File: config.mk
export PLATFORM = sky130hd
export DESIGN_NAME = pushbutton_conditioner
export DESIGN_NICKNAME = d
export VERILOG_FILES = /design/src/rtl/pushbutton_conditioner.sv
export SDC_FILE = /design/constraint.sdc
export NUM_CORES = 1
export LEC_CHECK = 0
export CAP_MARGIN = 20
export CORE_UTILIZATION = 48
export DETAILED_ROUTE_END_ITERATION = 12
export PLACE_DENSITY_LB_ADDON = 0.3
export REMOVE_ABC_BUFFERS = 1
export SETUP_SLACK_MARGIN = 0.5
export SYNTH_ARGS = -nofsm -noshare
export SYNTH_HDL_FRONTEND = slang
export SYNTH_SLANG_ARGS = --single-unit
File: constraint.sdc
create_clock -name clock -period 1.78 [get_ports clock]
set_clock_uncertainty 0.2 [all_clocks]
set_input_delay 0.356 -clock clock [delete_from_list [all_inputs] [get_ports clock]]
set_output_delay 0.356 -clock clock [all_outputs]
set_load 0.03 [all_outputs]
File: src/rtl/pushbutton_conditioner.sv
// Conditions four raw pushbuttons for the processor: two-flop synchronisers,
// per-button press/release debounce FSMs, edge strobes and optional sticky flags.
module pushbutton_conditioner #(
    parameter int DEBOUNCE_CYCLES = 16,
    parameter int CNT_WIDTH       = 5,
    parameter bit STICKY          = 1'b0
) (
    input  logic       clock,
    input  logic       reset,
    input  logic [3:0] raw_buttons,
    input  logic [3:0] clear,
    output logic [3:0] buttons,
    output logic [3:0] level,
    output logic [3:0] press_pulse,
    output logic [3:0] release_pulse
);

    typedef enum logic [1:0] {
        ST_RELEASED      = 2'd0,
        ST_PRESS_CHECK   = 2'd1,
        ST_PRESSED       = 2'd2,
        ST_RELEASE_CHECK = 2'd3
    } state_e;

    localparam logic [CNT_WIDTH-1:0] CNT_ZERO = {CNT_WIDTH{1'b0}};
    localparam logic [CNT_WIDTH-1:0] CNT_ONE  = CNT_WIDTH'(1);
    localparam logic [CNT_WIDTH-1:0] CNT_LAST = CNT_WIDTH'(DEBOUNCE_CYCLES - 1);

    logic [3:0]           sync1_q;
    logic [3:0]           sync2_q;
    state_e               state_q [4];
    state_e               state_d [4];
    logic [CNT_WIDTH-1:0] cnt_q   [4];
    logic [CNT_WIDTH-1:0] cnt_d   [4];
    logic [3:0]           level_q;
    logic [3:0]           level_d;
    logic [3:0]           press_q;
    logic [3:0]           press_d;
    logic [3:0]           release_q;
    logic [3:0]           release_d;
    logic [3:0]           flag_q;
    logic [3:0]           flag_d;
    logic [3:0]           buttons_q;
    logic [3:0]           buttons_d;

    // State register: synchronisers, FSMs, counters and all registered outputs
    always_ff @(posedge clock or negedge reset) begin
        if (!reset) begin
            sync1_q   <= 4'b0000;
            sync2_q   <= 4'b0000;
            level_q   <= 4'b0000;
            press_q   <= 4'b0000;
            release_q <= 4'b0000;
            flag_q    <= 4'b0000;
            buttons_q <= 4'b0000;
            for (int i = 0; i < 4; i++) begin
                state_q[i] <= ST_RELEASED;
                cnt_q[i]   <= CNT_ZERO;
            end
        end else begin
            sync1_q   <= raw_buttons;
            sync2_q   <= sync1_q;
            level_q   <= level_d;
            press_q   <= press_d;
            release_q <= release_d;
            flag_q    <= flag_d;
            buttons_q <= buttons_d;
            for (int i = 0; i < 4; i++) begin
                state_q[i] <= state_d[i];
                cnt_q[i]   <= cnt_d[i];
            end
        end
    end

    // Next-state logic: each check restarts on any disagreeing sample
    always_comb begin
        for (int i = 0; i < 4; i++) begin
            state_d[i] = state_q[i];
            cnt_d[i]   = cnt_q[i];
            case (state_q[i])
                ST_RELEASED: begin
                    if (sync2_q[i]) begin
                        state_d[i] = ST_PRESS_CHECK;
                        cnt_d[i]   = CNT_ONE;
                    end else begin
                        cnt_d[i]   = CNT_ZERO;
                    end
                end
                ST_PRESS_CHECK: begin
                    if (!sync2_q[i]) begin
                        state_d[i] = ST_RELEASED;
                        cnt_d[i]   = CNT_ZERO;
                    end else if (cnt_q[i] == CNT_LAST) begin
                        state_d[i] = ST_PRESSED;
                        cnt_d[i]   = CNT_ZERO;
                    end else begin
                        cnt_d[i]   = cnt_q[i] + CNT_ONE;
                    end
                end
                ST_PRESSED: begin
                    if (!sync2_q[i]) begin
                        state_d[i] = ST_RELEASE_CHECK;
                        cnt_d[i]   = CNT_ONE;
                    end else begin
                        cnt_d[i]   = CNT_ZERO;
                    end
                end
                ST_RELEASE_CHECK: begin
                    if (sync2_q[i]) begin
                        state_d[i] = ST_PRESSED;
                        cnt_d[i]   = CNT_ZERO;
                    end else if (cnt_q[i] == CNT_LAST) begin
                        state_d[i] = ST_RELEASED;
                        cnt_d[i]   = CNT_ZERO;
                    end else begin
                        cnt_d[i]   = cnt_q[i] + CNT_ONE;
                    end
                end
                default: begin
                    state_d[i] = ST_RELEASED;
                    cnt_d[i]   = CNT_ZERO;
                end
            endcase
        end
    end

    // Output logic: strobes mark accepted transitions; set beats clear on sticky flags
    always_comb begin
        level_d   = 4'b0000;
        press_d   = 4'b0000;
        release_d = 4'b0000;
        flag_d    = 4'b0000;
        for (int i = 0; i < 4; i++) begin
            level_d[i]   = (state_d[i] == ST_PRESSED) || (state_d[i] == ST_RELEASE_CHECK);
            press_d[i]   = (state_d[i] == ST_PRESSED) && (state_q[i] == ST_PRESS_CHECK);
            release_d[i] = (state_d[i] == ST_RELEASED) && (state_q[i] == ST_RELEASE_CHECK);
        end
        if (STICKY) begin
            flag_d    = press_q | (flag_q & ~clear);
            buttons_d = flag_d;
        end else begin
            flag_d    = 4'b0000;
            buttons_d = level_d;
        end
    end

    assign buttons       = buttons_q;
    assign level         = level_q;
    assign press_pulse   = press_q;
    assign release_pulse = release_q;

endmodule
==> impl_results.md, run 1 <==
- Routed len/inst: around 15 um
- Count of cell types in the netlist: 22
- Avg Cell Area, Syn: 12.9 um^2
- Core region area: 3660 um^2
- Final setup violation count: 0
- Final instance area: 2720 um^2
- Initial core utilization: 50.0%
- Main combinational cell family by area after synthesis: simple AND/OR/NAND/NOR gates
- Buf+Inv Stages, Crit Path: 0
- Power Density: ~750 nW/um^2
- Post-synthesis sequential area ratio: ~64%
- Clk pin slew, worst setup/hold paths: around 0.090 ns
- Layout Nets: 209
- R2R Setup Slk: ~0.11 ns
- Leak Pwr: between 1 and 1.5 nW
- R2R cell count: 4
- Crit-path cells: ha_2 > nand3_2 > or3b_4 > mux2_4
- Synth top area share: about 64%
- # H-tree levels: 2
- Worst-Margin Slew: ~0.48 ns
- CP max-delay cell: or3b_4
- IO Pins: 26
- Vias: roughly 1300
- Total length of routed wires: 3600 um
- Clock Path Buffers: 2
- Rows: 22
- Top delay family on crit path: simple AND/OR/NAND/NOR gates
- Max-Cap Viols: 0
- Hold Fails Final Rpt: 19
- Total gr overflow: 0
- Yosys top cell by area: dfrtp_1
- Tcrit/Tclk final: between 90% and 100%
- Placer congestion estimate: 0.642
- Yosys reg bits: 47
- Commonest non-fill, non-tap cell in the layout: dfrtp_1
- RSZ-0062 raised after global routing: yes
- Antenna Nets Post-Route: 0
- Area Overhead vs Synth: 48.3%
- Post-Synth XOR/XNOR Area: under 10%
- Final non-filler cell total: between 200 and 250
- WS Path Type: flip-flop to flip-flop
- Hold Path Class: input pin to async pin
- Worst-path fanout max: 4
- Area after DPL: around 2100 um^2
- CP Launch Type: flip-flop
- Worst EP arrival: 1.66 ns
- Die Y: 63.8 um
- Largest cells by area after synthesis: dfrtp_1 (64%), nor3b_1 (4.1%), mux2_2 (3.7%)
- Die X: between 60 and 70 um
- CP required: about 1.8 ns
- CP endpoint kind: flip-flop
- Post-synthesis mux area share: 4.51%
- Clk root buf: clkbuf_8
- Largest net degree at the start of global routing: 29
- Worst reg2reg path startpoint: cnt_q[0]
- Layout cells sized above 1: between 50% and 60%
- DP Cell Count: approximately 210
- Post-Syn Instances: 142
- Failing checks: negative hold slack
- GRT Util Overall: between 10% and 20%
- Vias/cell: ~5.2
- Initial antenna violation count: 0
- Vias in the first global route: around 1300
- Antenna diodes: 0
- Outcome: complete, but fails checks
- CTS tree: built
- Achievable frequency: 600 MHz
- Synth Area in Simple Gates: between 20% and 30%
- Crit path largest cell delay: 0.41 ns
- Residual DRC: 0
- First-pass GRT wire length: 5690 um
- Most frequent cells in the layout: dfrtp_1 (43), buf_6 (27), buf_4 (18)
- Max VDD drop: ~0.7 mV
- Synthesized area: ~1800 um^2
- Worst-skew pair later-pin latency: 0.30 ns
- Post-synthesis adder-cell area fraction: ~2.7%
- Slew headroom: approximately 68%
- Compound-Gate Fraction of Synth Area: 1.84%
- Slew Viols, Final: 0
- Final min period: between 1.5 and 2 ns
- Detailed Route Iter0 Violations: 17
- TritonCTS buffer count: 5
- WHS: -0.199 ns
- Die ar.: 4070 um^2
- Clock sinks: between 40 and 50
- Drt pass-1 iters: 4
- Hpwl dp: 2010 um
- Synth Warn #: 0
- Buffers on Ports: 21
- Reg-to-reg endpoint: buttons[3]
- Setup total negative slack: 0 ns
-- worst max path at each step --
stage	to	depth (start not counted)	start	slack, ns
final	buttons[3]	4	cnt_q[0]	0.11
after global routing	release_pulse[3]	5	cnt_q[0]	0.07
after CTS	buttons[3]	4	cnt_q[0]	0.11
after detailed placement	buttons[3]	4	cnt_q[1]	0.07
after global placement	buttons[3]	4	cnt_q[1]	0.11
after floorplan	buttons[3]	4	cnt_q[0]	0.09
-- layout make-up --
type,instances,area [um^2]
Tap cell,48,60.1
Clock buffer,5,68.8
Sequential cell,47,1180
Timing Repair Buffer,51,504
Multi-Input combinational cell,90,855
Clock inverter,3,47.5
Fill cell,204,945
-- what timing repair did --
item,CTS,global route
setup buffers,14,11
gates resized for setup,142,38
endpoints found under the setup margin,48,52
pin swaps,12,16
hold endpoints to repair,19,19
-- where the power goes --
group / internal, mW / switching (mW)
Combinational: 0.0684 / 0.0578
Clock: 0.425 / 0.363
Sequential: 1.09 / 0.0266
Total: 1.59 / 0.448
-- cells by family after synthesis --
logic type                 Yosys count
AOI/OAI and AO/OA                    6
xor gates and xnor gates             9
adders and majority gates            4
buffers and inverters                5
DFF                                 47
muxes                                7
and+or+nand+nor                     64
-- registers in the layout (all words and copies together), names as in the netlist --
register,flops
sync2_q,4
state_q,7
cnt_q,20
release_pulse,4
buttons,4
press_pulse,4
sync1_q,4
-- synthesized netlist by cell type (all sizes together) --
library cell	n
nand2b	7
xnor2	5
nand3	8
o21ai	1
buf	5
nand4b	3
and4b	3
and3	4
nor2	8
or3b	1
nand2	15
nor3b	10
xor2	4
dfrtp	47
mux2	7
and2	4
a31oi	3
nor3	1
a21oi	2
ha	4
-- metal layers --
layer / global-route usage, % / part of all wire (%) / vias up
met5: 0 / 0 / -
met4: 9.09 / 1.5 / 0
met3: 4.64 / 4.7 / 6
met2: 32.6 / 54 / 33
met1: 21.7 / 40 / 642
li1: - / - / 589
-- per-stage QoR --
| stage | worst slack [ns] | util, % | total power [mW] |
|---|---|---|---|
| finish | 0.114 | 74.2 | 2.03 |
| floorplan | 0.0850 | - | 1.16 |
| detailed placement | 0.0693 | 57.6 | 1.22 |
| global placement | 0.108 | 57.6 | 1.21 |
| CTS | 0.113 | 67.7 | 2.02 |
| global route | 0.0708 | 74.2 | 2.13 |
Power figures use the tool's default switching activity.
==> run 2: changes to the inputs <==
--- a/config.mk
+++ b/config.mk
@@ -8,7 +8,7 @@
 export CAP_MARGIN = 20
 export CORE_UTILIZATION = 48
 export DETAILED_ROUTE_END_ITERATION = 12
-export PLACE_DENSITY_LB_ADDON = 0.3
+export PLACE_DENSITY = 0.81
 export REMOVE_ABC_BUFFERS = 1
 export SETUP_SLACK_MARGIN = 0.5
 export SYNTH_ARGS = -nofsm -noshare
==> impl_results.md, run 2 (synthesis gave the netlist of run 1 again) <==
- Outcome: complete, but fails checks (unchanged)
- Failing checks: negative hold slack (unchanged)
- Largest net degree at the start of global routing: 19 (was 29)
- Clock Path Buffers: 2 (unchanged)
- Vias in the first global route: 1288 (was 1277)
- Setup ws final: 0.0919 ns (was 0.114 ns)
- TritonCTS buffer count: 5 (unchanged)
- Final instance area: 2710 um^2 (was 2720 um^2)
- Leak Pwr: 1.24 nW (was 1.23 nW)
- Achievable frequency: 592 MHz (was 600 MHz)
- Antenna diodes: 0 (unchanged)
- Slew headroom: 76.1% (was 68.1%)
- Die X: 63.8 um (unchanged)
- Rows: 22 (unchanged)
- Hold Fails Final Rpt: 15 (was 19)
- Vias/cell: 5.31 (was 5.20)
- M3 GR Usage: 6.79% (was 4.64%)
- Initial core utilization: 50.0% (unchanged)
- Area after DPL: 2100 um^2 (was 2110 um^2)
- RSZ-0062 raised after global routing: yes (unchanged)
- Largest registers: cnt_q x20, state_q x7 (unchanged)
- Logic pwr share: 7.1% (was 6.2%)
- Clock power share: 34.2% (was 38.8%)
- Final non-filler cell total: 247 (was 244)
- P_int: 1.47 mW (was 1.59 mW)
- Clk root buf: clkbuf_8 (unchanged)
- Total length of routed wires: 4380 um (was 3600 um)
- Commonest non-fill, non-tap cell in the layout: dfrtp_1 (unchanged)
- DP Cell Count: 211 (unchanged)
- Layout cells sized above 1: 55.3% (was 54.6%)
- Residual DRC: 0 (unchanged)
- Tcrit/Tclk final: 94.8% (was 93.6%)
- Drt pass-1 iters: 4 (unchanged)
- Final min period: 1.69 ns (was 1.67 ns)
- CP Launch Type: flip-flop (unchanged)
- Setup WS pre-CTS: 0.0234 ns (was 0.0693 ns)
- IO Pins: 26 (unchanged)
- Max VDD drop: 0.672 mV (was 0.696 mV)
- Met2 Use GR: 32.7% (was 32.6%)
- Core region area: 3660 um^2 (unchanged)
- Die Y: 63.8 um (unchanged)
- Top reg by flops: cnt_q (unchanged)
- Psw: 0.445 mW (was 0.448 mW)
- Met1 Use GR: 24.2% (was 21.7%)
- Slew Viols, Final: 0 (unchanged)
- Layout Nets: 213 (was 209)
- First-pass GRT wire length: 6040 um (was 5690 um)
- Hpwl dp: 2130 um (was 2010 um)
- CP required: 1.78 ns (was 1.77 ns)
- Final setup violation count: 0 (unchanged)
- Overall power: 1.92 mW (was 2.03 mW)
- # H-tree levels: 2 (unchanged)
- Worst-Margin Slew: 0.359 ns (was 0.478 ns)
- Clk pin slew, worst setup/hold paths: 0.08 ns (was 0.09 ns)
- Buffers on Ports: 21 (unchanged)
- Final Util: 73.9% (was 74.2%)
- Seq pwr share: 58.8% (was 55.0%)
- GRT Util Overall: 20.1% (was 18.8%)
- Power Density: 708 nW/um^2 (was 749 nW/um^2)
- Detailed Route Iter0 Violations: 59 (was 17)
- Switching Fraction: 23.2% (was 22.0%)
- Placer congestion estimate: 0.711 (was 0.642)
- Initial antenna violation count: 0 (unchanged)
- Area Overhead vs Synth: 47.7% (was 48.3%)
- WHS: -0.252 ns (was -0.199 ns)
- CTS tree: built (unchanged)
- WS Path Type: flip-flop to flip-flop (unchanged)
- Vias: 1311 (was 1270)
- Max-Cap Viols: 0 (unchanged)
- CP endpoint kind: flip-flop (unchanged)
- Top Usage Layer GRT: met2 (unchanged)
- Worst-path fanout max: 5 (was 4)
- Most frequent cells in the layout: dfrtp_1 (41), buf_4 (26), buf_6 (24) (was dfrtp_1 (43), buf_6 (27), buf_4 (18))
- Worst-skew pair later-pin latency: 0.30 ns (about the same)
- Clock sinks: 47 (unchanged)
- Routed len/inst: 17.7 um (was 14.8 um)
- Total gr overflow: 0 (unchanged)
- Die ar.: 4070 um^2 (unchanged)
- Worst EP arrival: 1.69 ns (was 1.66 ns)
- Max FFs per register: 20 (unchanged)
- Hold Path Class: input pin to async pin (unchanged)
- Setup total negative slack: 0 ns (unchanged)
- Antenna Nets Post-Route: 0 (unchanged)
-- run 2: cell count changes in the layout (fill, tap and decap cells not counted), sizes merged --
cell    delta
buf        +4
inv        -1
bufinv     -1
clkbuf     +1
-- run 2: power groups by stage --
stage	Sequential, mW	Combinational, mW	Clock [mW]
4_1_cts	1.12	0.100	0.653
3_3_place_gp	1.13	0.0716	0
2_1_floorplan	1.13	0.0340	0
6_report	1.13	0.136	0.655
5_1_grt	1.13	0.148	0.710
3_5_place_dp	1.14	0.0766	0
-- run 2: area by class of cell --
type	count	area, um^2
clock buffers	6	82.6
clock inverters	1	5.00
fillers	212	956
multi-input cells	90	863
flip-flops and latches	47	1180
well taps	48	60.1
repair buffers	55	510
-- run 2: timing repair --
| item | in CTS | in global routing |
|---|---|---|
| setup buffers | 12 | 17 |
| cloned | 0 | 0 |
| pin swaps | 13 | 7 |
| endpoints found under the hold margin | 15 | 15 |
| resized for setup | 139 | 39 |
| endpoints found under the setup margin | 45 | 52 |
-- run 2: critical path, stage by stage (launching register included) --
cell	delay, ns
dfrtp_1	0.36
ha_2	0.20
nand3_2	0.09
or3b_4	0.42
mux2_4	0.30
-- run 2: worst paths after layout --
kind / slack [ns] / to / startpoint / cells past startpoint
setup / recovery: 0.09 / buttons[3] / cnt_q[0] / 4
hold / removal: -0.25 / cnt_q[8] / reset / 1
setup reg to reg: 0.09 / buttons[3] / cnt_q[0] / 4
hold reg to reg: 0.16 / sync2_q[2] / sync1_q[2] / 0
max in group asynchronous: 1.03 / state_q[7] / reset / 2
min in group clock: 0.16 / sync2_q[2] / sync1_q[2] / 0
-- run 2: layer usage --
metal	part of all wire [%]	vias to the layer above
met5	0	-
met1	39	666
met2	54	35
met4	3.2	0
met3	3.9	17
li1	-	593
